===== src/rtl/seq_divider_pkg.sv =====
// Shared definitions for the sequential signed divider: FSM states, widths, INT_MIN.
package seq_divider_pkg;

    localparam int DIV_WIDTH = 32;
    localparam int DIV_STEPS = 32;
    localparam logic [DIV_WIDTH-1:0] INT_MIN = 32'h8000_0000;

    typedef enum logic [1:0] {
        IDLE = 2'd0,
        ITER = 2'd1,
        FIX  = 2'd2,
        DONE = 2'd3
    } div_state_t;

endpackage


===== src/rtl/seq_divider_div_step.sv =====
// div_step: one combinational restoring-division iteration on the {rem, quo} register.
// Zero latency; no flow control.
module div_step
    import seq_divider_pkg::*;
(
    input  logic [2*DIV_WIDTH-1:0] i_acc,
    input  logic [DIV_WIDTH-1:0]   i_dsr,
    output logic [2*DIV_WIDTH-1:0] o_acc
);

    logic [DIV_WIDTH:0] w_hi;
    logic [DIV_WIDTH:0] w_trial;

    // Upper 33 bits of {rem, quo} after the left shift.
    assign w_hi    = i_acc[2*DIV_WIDTH-1:DIV_WIDTH-1];
    assign w_trial = w_hi - {1'b0, i_dsr};

    assign o_acc = {(w_trial[DIV_WIDTH] ? w_hi[DIV_WIDTH-1:0] : w_trial[DIV_WIDTH-1:0]),
                    i_acc[DIV_WIDTH-2:0],
                    ~w_trial[DIV_WIDTH]};

endmodule


===== src/rtl/seq_divider.sv =====
// seq_divider: 32-bit signed restoring divider, 34 cycles from start to result_ready; no backpressure, a new start aborts.
// Optional macro DIV_EARLY_ZERO_EN: zero divisor or dividend completes at capture (result_ready next cycle).
module seq_divider
    import seq_divider_pkg::*;
#(
    parameter int WIDTH = DIV_WIDTH
)
(
    input  logic             clock,
    input  logic             reset,
    input  logic             ctrl_div,
    input  logic [WIDTH-1:0] dividend,
    input  logic [WIDTH-1:0] divisor,
    output logic [WIDTH-1:0] quotient,
    output logic [WIDTH-1:0] remainder,
    output logic             data_exception,
    output logic             result_ready,
    output logic             busy
);

    div_state_t             r_state;
    div_state_t             w_next;
    logic [5:0]             r_cnt;
    logic [2*DIV_WIDTH-1:0] r_acc;
    logic [2*DIV_WIDTH-1:0] w_step_acc;
    logic [DIV_WIDTH-1:0]   r_dsr_abs;
    logic                   r_sgn_dvd;
    logic                   r_sgn_dsr;
    logic                   r_dsr_zero;
    logic                   r_ovf;
    logic [DIV_WIDTH-1:0]   w_dvd_abs;
    logic [DIV_WIDTH-1:0]   w_dsr_abs;
    logic [DIV_WIDTH-1:0]   w_quo;
    logic [DIV_WIDTH-1:0]   w_rem;
    logic                   w_early;

    // INT_MIN negates to itself, which read unsigned is exactly 2^31.
    assign w_dvd_abs = dividend[DIV_WIDTH-1] ? -dividend : dividend;
    assign w_dsr_abs = divisor[DIV_WIDTH-1]  ? -divisor  : divisor;

`ifdef DIV_EARLY_ZERO_EN
    assign w_early = (divisor == '0) || (dividend == '0);
`else
    assign w_early = 1'b0;
`endif

    div_step u_step (
        .i_acc (r_acc),
        .i_dsr (r_dsr_abs),
        .o_acc (w_step_acc)
    );

    assign w_quo = r_acc[DIV_WIDTH-1:0];
    assign w_rem = r_acc[2*DIV_WIDTH-1:DIV_WIDTH];

    always_comb begin
        w_next = r_state;
        if (ctrl_div) begin
            w_next = w_early ? DONE : ITER;
        end else begin
            case (r_state)
                IDLE: w_next = IDLE;
                ITER: if (r_cnt == 6'(DIV_STEPS - 1)) w_next = FIX;
                FIX:  w_next = DONE;
                DONE: w_next = IDLE;
                default: w_next = IDLE;
            endcase
        end
    end

    always_ff @(posedge clock) begin
        if (reset) r_state <= IDLE;
        else       r_state <= w_next;
    end

    always_ff @(posedge clock) begin
        if (reset) begin
            r_cnt          <= '0;
            r_acc          <= '0;
            r_dsr_abs      <= '0;
            r_sgn_dvd      <= 1'b0;
            r_sgn_dsr      <= 1'b0;
            r_dsr_zero     <= 1'b0;
            r_ovf          <= 1'b0;
            quotient       <= '0;
            remainder      <= '0;
            data_exception <= 1'b0;
        end else if (ctrl_div) begin
            r_cnt      <= '0;
            r_acc      <= {{DIV_WIDTH{1'b0}}, w_dvd_abs};
            r_dsr_abs  <= w_dsr_abs;
            r_sgn_dvd  <= dividend[DIV_WIDTH-1];
            r_sgn_dsr  <= divisor[DIV_WIDTH-1];
            r_dsr_zero <= (divisor == '0);
            r_ovf      <= (dividend == INT_MIN) && (divisor == '1);
            if (w_early) begin
                quotient       <= '0;
                remainder      <= dividend;
                data_exception <= (divisor == '0);
            end
        end else if (r_state == ITER) begin
            r_acc <= w_step_acc;
            r_cnt <= r_cnt + 6'd1;
        end else if (r_state == FIX) begin
            // With a zero divisor every trial succeeds, so rem ends as |dividend|.
            quotient       <= r_dsr_zero ? '0 : ((r_sgn_dvd ^ r_sgn_dsr) ? -w_quo : w_quo);
            remainder      <= r_sgn_dvd ? -w_rem : w_rem;
            data_exception <= r_dsr_zero | r_ovf;
        end
    end

    assign result_ready = (r_state == DONE);
    assign busy         = (r_state == ITER) || (r_state == FIX);

endmodule

===== config.mk =====
export PLATFORM = sky130hd
export DESIGN_NAME = seq_divider
export DESIGN_NICKNAME = d
export VERILOG_FILES = /design/src/rtl/seq_divider_pkg.sv /design/src/rtl/seq_divider_div_step.sv /design/src/rtl/seq_divider.sv
export SDC_FILE = /design/constraint.sdc
export NUM_CORES = 1
export LEC_CHECK = 0
export CAP_MARGIN = 15
export CORE_ASPECT_RATIO = 1.1
export CORE_MARGIN = 1
export CORE_UTILIZATION = 34
export CTS_CLUSTER_DIAMETER = 150
export DETAILED_ROUTE_END_ITERATION = 8
export PLACE_DENSITY = 0.54
export SYNTH_ARGS = -nofsm -noshare
export SYNTH_HDL_FRONTEND = slang
export SYNTH_HIERARCHICAL = 1
export SYNTH_SLANG_ARGS = --single-unit

===== constraint.sdc =====
create_clock -name clock -period 6.8 [get_ports clock]
set_input_delay 2.04 -clock clock [delete_from_list [all_inputs] [get_ports clock]]
set_output_delay 2.04 -clock clock [all_outputs]
set_load 0.02 [all_outputs]

Yosys cells after proc, flatten, opt, wreduce, memory -nomap -nowiden --
Index checks and enable logic that the tools add are counted.
Operators by class: add/subtract/negate cells 6, multiply operators 0, divide/modulo/power cells 0, $lt $le $gt $ge 0, equal/unequal tests 8, shift operators 0, muxes and demuxes 11, bitwise operators 5, reductions and logical operators 8
Operator list (count):
- $mux 32 | 8
- $neg 32->32 | 4
- $eq 32x32->1 const B | 2
- $sub 33x32->33 | 1
- $logic_not 32->1 | 1
- $add 6x1->6 const B | 1
- $eq 6x5->1 const B | 1
- $pmux 2 s3 | 1
- $eq 2x2->1 const B | 2
- $reduce_or 2->1 | 2
- $ne 3x3->1 const B | 1
- $not 1->1 | 3
- $reduce_and 3->1 | 1
- $eq 2x1->1 const B | 1
- $logic_not 2->1 | 1
- $mux 2 | 1
- $ne 2x2->1 const B | 1
- $reduce_bool 2->1 | 1
- $logic_and 1x1->1 | 1
- $logic_or 1x1->1 | 1
- $mux 1 | 1
- $or 1x1->1 | 1
- $xor 1x1->1 | 1
Word-level totals: flip-flop bits (word level) 173, bits in latches 0, RAM bits 0, memory bits (read-only) 0, input port bits 67, memories kept 0

Logic depth before layout (Yosys ltp) --
Gate-level depths: netlist of run 1.
depth in word-level cells 4, mapped depth 17

Hierarchy --
The synthesis of run 1 kept the hierarchy.
Modules (own cells, without submodules):
- seq_divider | instances 1, cells each 1055, area an instance 9123.8 um2, sequential area each 3463.3 um2
- div_step | instances 1, cells each 337, area an instance 2598.7 um2, sequential area each 0.0 um2

Worst setup path after synthesis of run 1 --
No wires, ideal clock.
kind input -> register, start input dividend[10], end register r_acc[23], data arrival time 3.801 ns, data required time 6.666 ns, slack 2.865 ns, stages 6, buffers on the path 1, cells stage by stage or4_1 > or4_1 > buf_2 > o41ai_2 > xor2_1 > o22ai_1
On the way: cells in the longest elaborated chain, start to end 3
Ends and longest elaborated chain:
- start: declaration | RTL line seq_divider.sv:12 | input logic [WIDTH-1:0] dividend,
- $neg 32->32 | RTL line seq_divider.sv:38 | assign w_dvd_abs = dividend[DIV_WIDTH-1] ? -dividend : dividend;
- $mux 32 | RTL line seq_divider.sv:38
- $mux 32 | RTL line seq_divider.sv:88 | end else if (ctrl_div) begin
- end signal: assignment | RTL line seq_divider.sv:90 | r_acc <= {{DIV_WIDTH{1'b0}}, w_dvd_abs};
- end signal: assignment | RTL line seq_divider.sv:102 | r_acc <= w_step_acc;
- end: declaration | RTL line seq_divider.sv:24 | logic [2*DIV_WIDTH-1:0] r_acc;
No other way between the ends. A chain may end at the register's enable or synchronous reset.

==> flow_metrics.env, run 1 <==
export IMPL_timing_final_crit_period_ns=4.261
export IMPL_drt_iter0_drc=762
export IMPL_vias=10180
export IMPL_max_freq_ghz=0.2347
export IMPL_cp_slowest_cell="or2_2"
export IMPL_netlist_instances=1392
export IMPL_crit_path_start_kind="input port"
export IMPL_final_cell_mix="dfxtp_1, clkdlybuf4s50_1, nor2_1, xor2_1, nand2_1"
export IMPL_antenna_found_initial=0
export IMPL_fin_worst_skew_ns=0.01120
export IMPL_ys_warn_count=6
export IMPL_synth_yosys_seq_area_share=0.2954
export IMPL_cts_sinks=173
export IMPL_worst_pin_slew_ns=1.121
export IMPL_cts_setup_buffers=0
export IMPL_setup_viol=0
export IMPL_p_per_area_nw_per_um2=188.7
export IMPL_crit_type="input port to flip-flop"
export IMPL_endpoint="quotient[19]"
export IMPL_p_leak_nw=5.142
export IMPL_synth_edf_count=0
export IMPL_place_ws_ns=2.050
export IMPL_post_drt_wl_per_cell_microns=17.39
export IMPL_multiInputGateArea_sq_um=7410
export IMPL_start_util=0.3485
export IMPL_die_area_sq_um=35230
export IMPL_syn2layout_area_growth_pct=16.58
export IMPL_totalWireLength_microns=32770
export IMPL_ios=134
export IMPL_use_met2=0.2844
export IMPL_violations="design-rule violations"
export IMPL_fin_ws_ns=2.539
export IMPL_hpwl_microns=24520
export IMPL_coreArea_sq_um=33630
export IMPL_cts_clk_slew_worst_paths_ns=0.06
export IMPL_fin_setup_tns_ns=0
export IMPL_crit_path_end_kind="flip-flop"
export IMPL_slew_headroom=0.2474
export IMPL_max_cap_violations=0
export IMPL_ctsHoldBuffers=0
export IMPL_r2r_setup_slack_ns=2.66
export IMPL_slew_violations=0
export IMPL_synth_seq_cells=173
export IMPL_portBuffers=133
export IMPL_drc=13
export IMPL_vdd_drop_max_uv=172.2
export IMPL_synth_cell_types=81
export IMPL_finalCritPeriodShare=0.6266
export IMPL_path_delay_family="simple AND/OR/NAND/NOR gates"
export IMPL_final_common_cell="dfxtp_1"
export IMPL_grtUsageMet3=0.02546
export IMPL_grt_pass1_wl_microns=52470
export IMPL_cp_num_buf_inv=2
export IMPL_cp_cell_sequence="buf_2 > buf_4 > nor2_1 > nand3b_1 > or2_2 > o21ai_0"
export IMPL_drt_vias_per_instance=5.400
export IMPL_clockRootBuffer="clkbuf_16"
export IMPL_drt_pass1_iter_count=7
export IMPL_place_congestion=0.8696
export IMPL_rr_worst_depth=15
export IMPL_rsz0062_at_grt="false"
export IMPL_grt_start_max_net_pins=54
export IMPL_grt_most_used_layer="met2"
export IMPL_startpoint="reset"
export IMPL_cts_max_level=4
export IMPL_crit_fanout=33
export IMPL_crit_required_ns=7.16
export IMPL_path_depth=6
export IMPL_syn_cell_area_sq_um=11720
export IMPL_syn_avg_cell_area_sq_um=8.421
export IMPL_overflow=0
export IMPL_arrival_ns=4.62
export IMPL_finalHoldViolations=0
export IMPL_cts_buffers=17
export IMPL_timing_rr_start="r_acc[31]"
export IMPL_drtAntennaViolNets=0
export IMPL_regArea_sq_um=3463
export IMPL_worstHoldStart="quotient[12]"
export IMPL_outcome="complete, but fails checks"
export IMPL_antenna_cells=0
export IMPL_ys_async_sr_fraction=0
export IMPL_grt_usage=0.1897
export IMPL_critPathMaxStageDelay_ns=0.66
export IMPL_clk_latency_ns=0.44
export IMPL_clockBufferDepth=2
export IMPL_min_path_type="flip-flop to flip-flop"
export IMPL_cts_tree="done"
export IMPL_die_h_microns=196.7
export IMPL_row_count=70
export IMPL_grt_pass1_vias=9315
export IMPL_worstReg2RegEnd="r_acc[39]"
export IMPL_grtUsageMet1=0.2786
export IMPL_drive_above_1_share=0.07639
export IMPL_synthFlopType="dfxtp_1"
export IMPL_cts_resized_gates=0
export IMPL_synth_nets=1501
export IMPL_finalNetCount=1549
export IMPL_power_mw=2.579
export IMPL_fillers=3409
export IMPL_die_x_microns=179.0
worst min-delay path by stage:
stage | end | slack, ns | cells after the start
after floorplan | r_dsr_abs[16] | 0.43 | 2
after global placement | quotient[22] | 0.44 | 2
after detailed placement | quotient[22] | 0.44 | 2
after CTS | quotient[22] | 0.46 | 2
after global routing | quotient[26] | 0.47 | 2
final | quotient[12] | 0.45 | 2
Yosys cell counts (13+ instances only):
master | instances | area (sq um)
inv_1 | 52 | 195.2
o31ai_1 | 33 | 247.7
nand3_1 | 20 | 100.1
ha_1 | 41 | 513.0
a211oi_1 | 68 | 510.5
xnor2_1 | 27 | 236.5
xor2_1 | 109 | 954.7
dfxtp_1 | 173 | 3463
nor4_1 | 21 | 131.4
or3_1 | 22 | 137.6
nor3_1 | 20 | 100.1
a31oi_1 | 13 | 81.33
clkbuf_1 | 64 | 240.2
nand2_1 | 92 | 345.3
or4_1 | 23 | 172.7
o21ai_0 | 79 | 395.4
a21oi_1 | 41 | 205.2
nor2_1 | 126 | 473.0
mux2i_1 | 67 | 670.6
o41ai_1 | 16 | 140.1
nand4_1 | 22 | 137.6
buf_4 | 34 | 255.2
nor2b_1 | 24 | 150.1
mux2_4 | 19 | 285.3
o22ai_1 | 25 | 156.4
a21o_1 | 16 | 120.1
layout make-up:
type / instances / area share
Sequential cell: 173 / 0.2534
Clock buffer: 18 / 0.03214
Inverter: 53 / 0.01511
Timing Repair Buffer: 147 / 0.1058
Tap cell: 432 / 0.03955
Multi-Input combinational cell: 1048 / 0.5422
Clock inverter: 14 / 0.01172
per-layer routing:
layer / part of all wire / wire (microns)
met1: 0.51 / 16830
met2: 0.43 / 14180
met3: 0.034 / 1126
met4: 0.019 / 631
met5: 0 / 0
cells by family (layout without fill, tap and decap cells):
logic type	count (synthesis)	in the layout	share of synthesized area
AO/OA/AOI/OAI	356	356	0.2118
XOR/XNOR	136	136	0.1016
adder cells (fa/ha/maj)	42	42	0.04547
buffers and inverters	171	232	0.07418
flip-flops	173	173	0.2954
multiplexers	92	92	0.08827
AND/OR/NAND/NOR	422	422	0.1833
worst register-to-register path, cell delays in order, from the launching register on:
cell       delay [ns]
dfxtp_1          0.51
inv_1            0.08
ha_1             0.23
fa_1             0.41
and2b_1          0.26
o2111ai_2        0.14
a21oi_2          0.24
o2111ai_1        0.23
a211oi_2         0.35
nor2_4           0.11
mux2i_4          0.43
and2_4           0.36
inv_8            0.13
mux2_2           0.33
mux2i_1          0.15
nor2_1           0.06
where the power goes:
| group | internal, mW | switching (mW) |
|---|---|---|
| Sequential | 1.05 | 0.0425 |
| Combinational | 0.205 | 0.272 |
| Clock | 0.560 | 0.449 |
flip-flops by register name, summed over array words and instances (netlist names):
signal,flops
r_acc,64
quotient,32
r_dsr_abs,32
remainder,32
r_cnt,6
r_state,2
data_exception,1
r_dsr_zero,1
r_ovf,1
r_sgn_dsr,1
r_sgn_dvd,1
metrics by stage:
stage | hold slack [ns] | cells | util | instance area, sq um
floorplan | 0.4250 | 1392 | - | 11720
global placement | 0.4390 | 1851 | 0.3875 | 13030
detailed placement | 0.4430 | 1851 | 0.3875 | 13030
CTS | 0.4576 | 1883 | 0.4053 | 13630
global route | 0.4728 | 1885 | 0.4063 | 13670
finish | 0.4527 | 1885 | 0.4063 | 13670
(Power assumes the default switching activity.)
==> run 2: changes to the inputs <==
- PLACE_DENSITY: 0.54 -> 0.56
- clock period: 6.8 -> 3.7 ns (I/O delays scaled with it)
==> run 2 against run 1 <==
Net effect: the flow still finishes with violations (design-rule violations); utilization increased by 1.0 points; critical path type is now flip-flop to flip-flop; wire length increased by 1.8%; count of clock-buffer cells in the layout decreased by 1.
==> flow_metrics.env, run 2 (synthesis results as in run 1) <==
export IMPL_rsz0062_at_grt="false"
export IMPL_crit_required_ns=4.03
export IMPL_cts_buffers=17
export IMPL_clockRootBuffer="clkbuf_16"
export IMPL_cts_tree="done"
export IMPL_syn2layout_area_growth_pct=19.44
export IMPL_grtUsageMet1=0.2761
export IMPL_overflow=0
export IMPL_largest_register="r_acc"
export IMPL_antenna_found_initial=0
export IMPL_crit_path_end_kind="flip-flop"
export IMPL_post_drt_wl_per_cell_microns=17.30
export IMPL_final_common_cell="dfxtp_1"
export IMPL_cts_sinks=173
export IMPL_drt_vias_per_instance=5.399
export IMPL_setup_viol=0
export IMPL_grt_pass1_vias=9478
export IMPL_clockBufferDepth=2
export IMPL_portBuffers=133
export IMPL_grtUsageMet3=0.02585
export IMPL_finalNetCount=1592
export IMPL_fin_setup_tns_ns=0
export IMPL_fin_worst_skew_ns=0.01382
export IMPL_totalWireLength_microns=33360
export IMPL_max_cap_violations=0
export IMPL_crit_path_start_kind="flip-flop"
export IMPL_drt_iter0_drc=610
export IMPL_finalHoldViolations=0
export IMPL_drtAntennaViolNets=0
export IMPL_grt_pass1_wl_microns=52910
export IMPL_outcome="complete, but fails checks"
export IMPL_largest_reg_flops=64
export IMPL_crit_type="flip-flop to flip-flop"
export IMPL_arrival_ns=3.87
export IMPL_place_congestion=0.8737
export IMPL_power_mw=4.777
export IMPL_die_area_sq_um=35230
export IMPL_coreArea_sq_um=33630
export IMPL_min_path_type="flip-flop to flip-flop"
export IMPL_timing_final_crit_period_ns=3.532
export IMPL_row_count=70
export IMPL_layout_cells_non_filler=1928
export IMPL_cts_resized_gates=0
export IMPL_drive_above_1_share=0.1029
export IMPL_drc=17
export IMPL_vdd_drop_max_uv=343.0
export IMPL_worst_pin_slew_ns=1.071
export IMPL_fillers=3426
export IMPL_use_met2=0.2970
export IMPL_ios=134
export IMPL_drt_pass1_iter_count=7
export IMPL_start_util=0.3485
export IMPL_antenna_cells=0
export IMPL_die_x_microns=179.0
export IMPL_p_per_area_nw_per_um2=341.2
export IMPL_hpwl_microns=25570
export IMPL_grt_usage=0.1919
export IMPL_slew_violations=0
export IMPL_max_freq_ghz=0.2831
export IMPL_finalCritPeriodShare=0.9545
export IMPL_final_cell_mix="dfxtp_1, clkdlybuf4s50_1, nor2_1, xor2_1, nand2_1"
export IMPL_dpl_cell_count=1896
export IMPL_final_core_util=0.4163
export IMPL_grt_most_used_layer="met2"
export IMPL_p_leak_nw=5.353
export IMPL_holdWs_ns=0.4489
export IMPL_violations="design-rule violations"
export IMPL_cts_setup_buffers=0
export IMPL_slew_headroom=0.2808
export IMPL_cts_max_level=4
export IMPL_grt_start_max_net_pins=49
export IMPL_crit_fanout=24
export IMPL_die_h_microns=196.7
export IMPL_vias=10410
export IMPL_ctsHoldBuffers=0
export IMPL_cts_clk_slew_worst_paths_ns=0.08
export IMPL_clk_latency_ns=0.45
## run 2: cell types whose count changed in the layout (fill, tap and decap cells not counted)
cell,change
buf_12,+1
buf_4,+43
buf_8,-1
clkbuf_8,-1
clkinv_2,-2
clkinv_4,-1
clkinv_8,+1
clkinvlp_4,+2
inv_6,+1
## run 2: final timing paths
| kind | startpoint | slack, ns | cells past startpoint | to |
|---|---|---|---|---|
| setup reg to reg | r_acc[31] | 0.17 | 15 | r_acc[36] |
| setup / recovery | r_acc[31] | 0.17 | 15 | r_acc[36] |
| hold reg to reg | remainder[27] | 0.45 | 2 | remainder[27] |
| hold / removal | remainder[27] | 0.45 | 2 | remainder[27] |
## run 2: critical path: stages, from the launching register on
cell and delay (ns):
dfxtp_1 0.34, inv_1 0.05, ha_1 0.21, fa_1 0.40, and2b_1 0.25, o2111ai_2 0.14
a21oi_2 0.21, o2111ai_1 0.19, a211oi_2 0.32, nor2_4 0.10, mux2i_4 0.20, and2_4 0.18
inv_8 0.21, mux2_2 0.38, mux2i_1 0.16, nor2_1 0.06
## run 2: area by class of cell
cell class / count / area, sq um / share of cell area
Multi-Input combinational cell: 1048 / 7410 / 0.5292
Tap cell: 432 / 540.5 / 0.03861
Inverter: 53 / 206.4 / 0.01475
Sequential cell: 173 / 3463 / 0.2474
Clock inverter: 15 / 181.4 / 0.01296
Timing Repair Buffer: 190 / 1774 / 0.1267
Clock buffer: 17 / 425.4 / 0.03038
## run 2: stage by stage
stage / setup WS [ns] / cell area [sq um]
floorplan: 0.2771 / 11720
global placement: 0.1480 / 13390
detailed placement: 0.09344 / 13390
CTS: 0.1363 / 14000
global route: 0.005278 / 14000
finish: 0.1682 / 14000
## run 2: per-layer routing
layer	wire length (microns)	vias to the layer above
met2	15080	218
met5	0	-
met3	1229	19
li1	-	5238
met1	16620	4935
met4	438	0
## run 2: where the power goes
group | switching (mW) | internal, mW
clock | 0.853 | 1.02
sequential | 0.0778 | 1.93
combinational | 0.507 | 0.389
total | 1.44 | 3.34
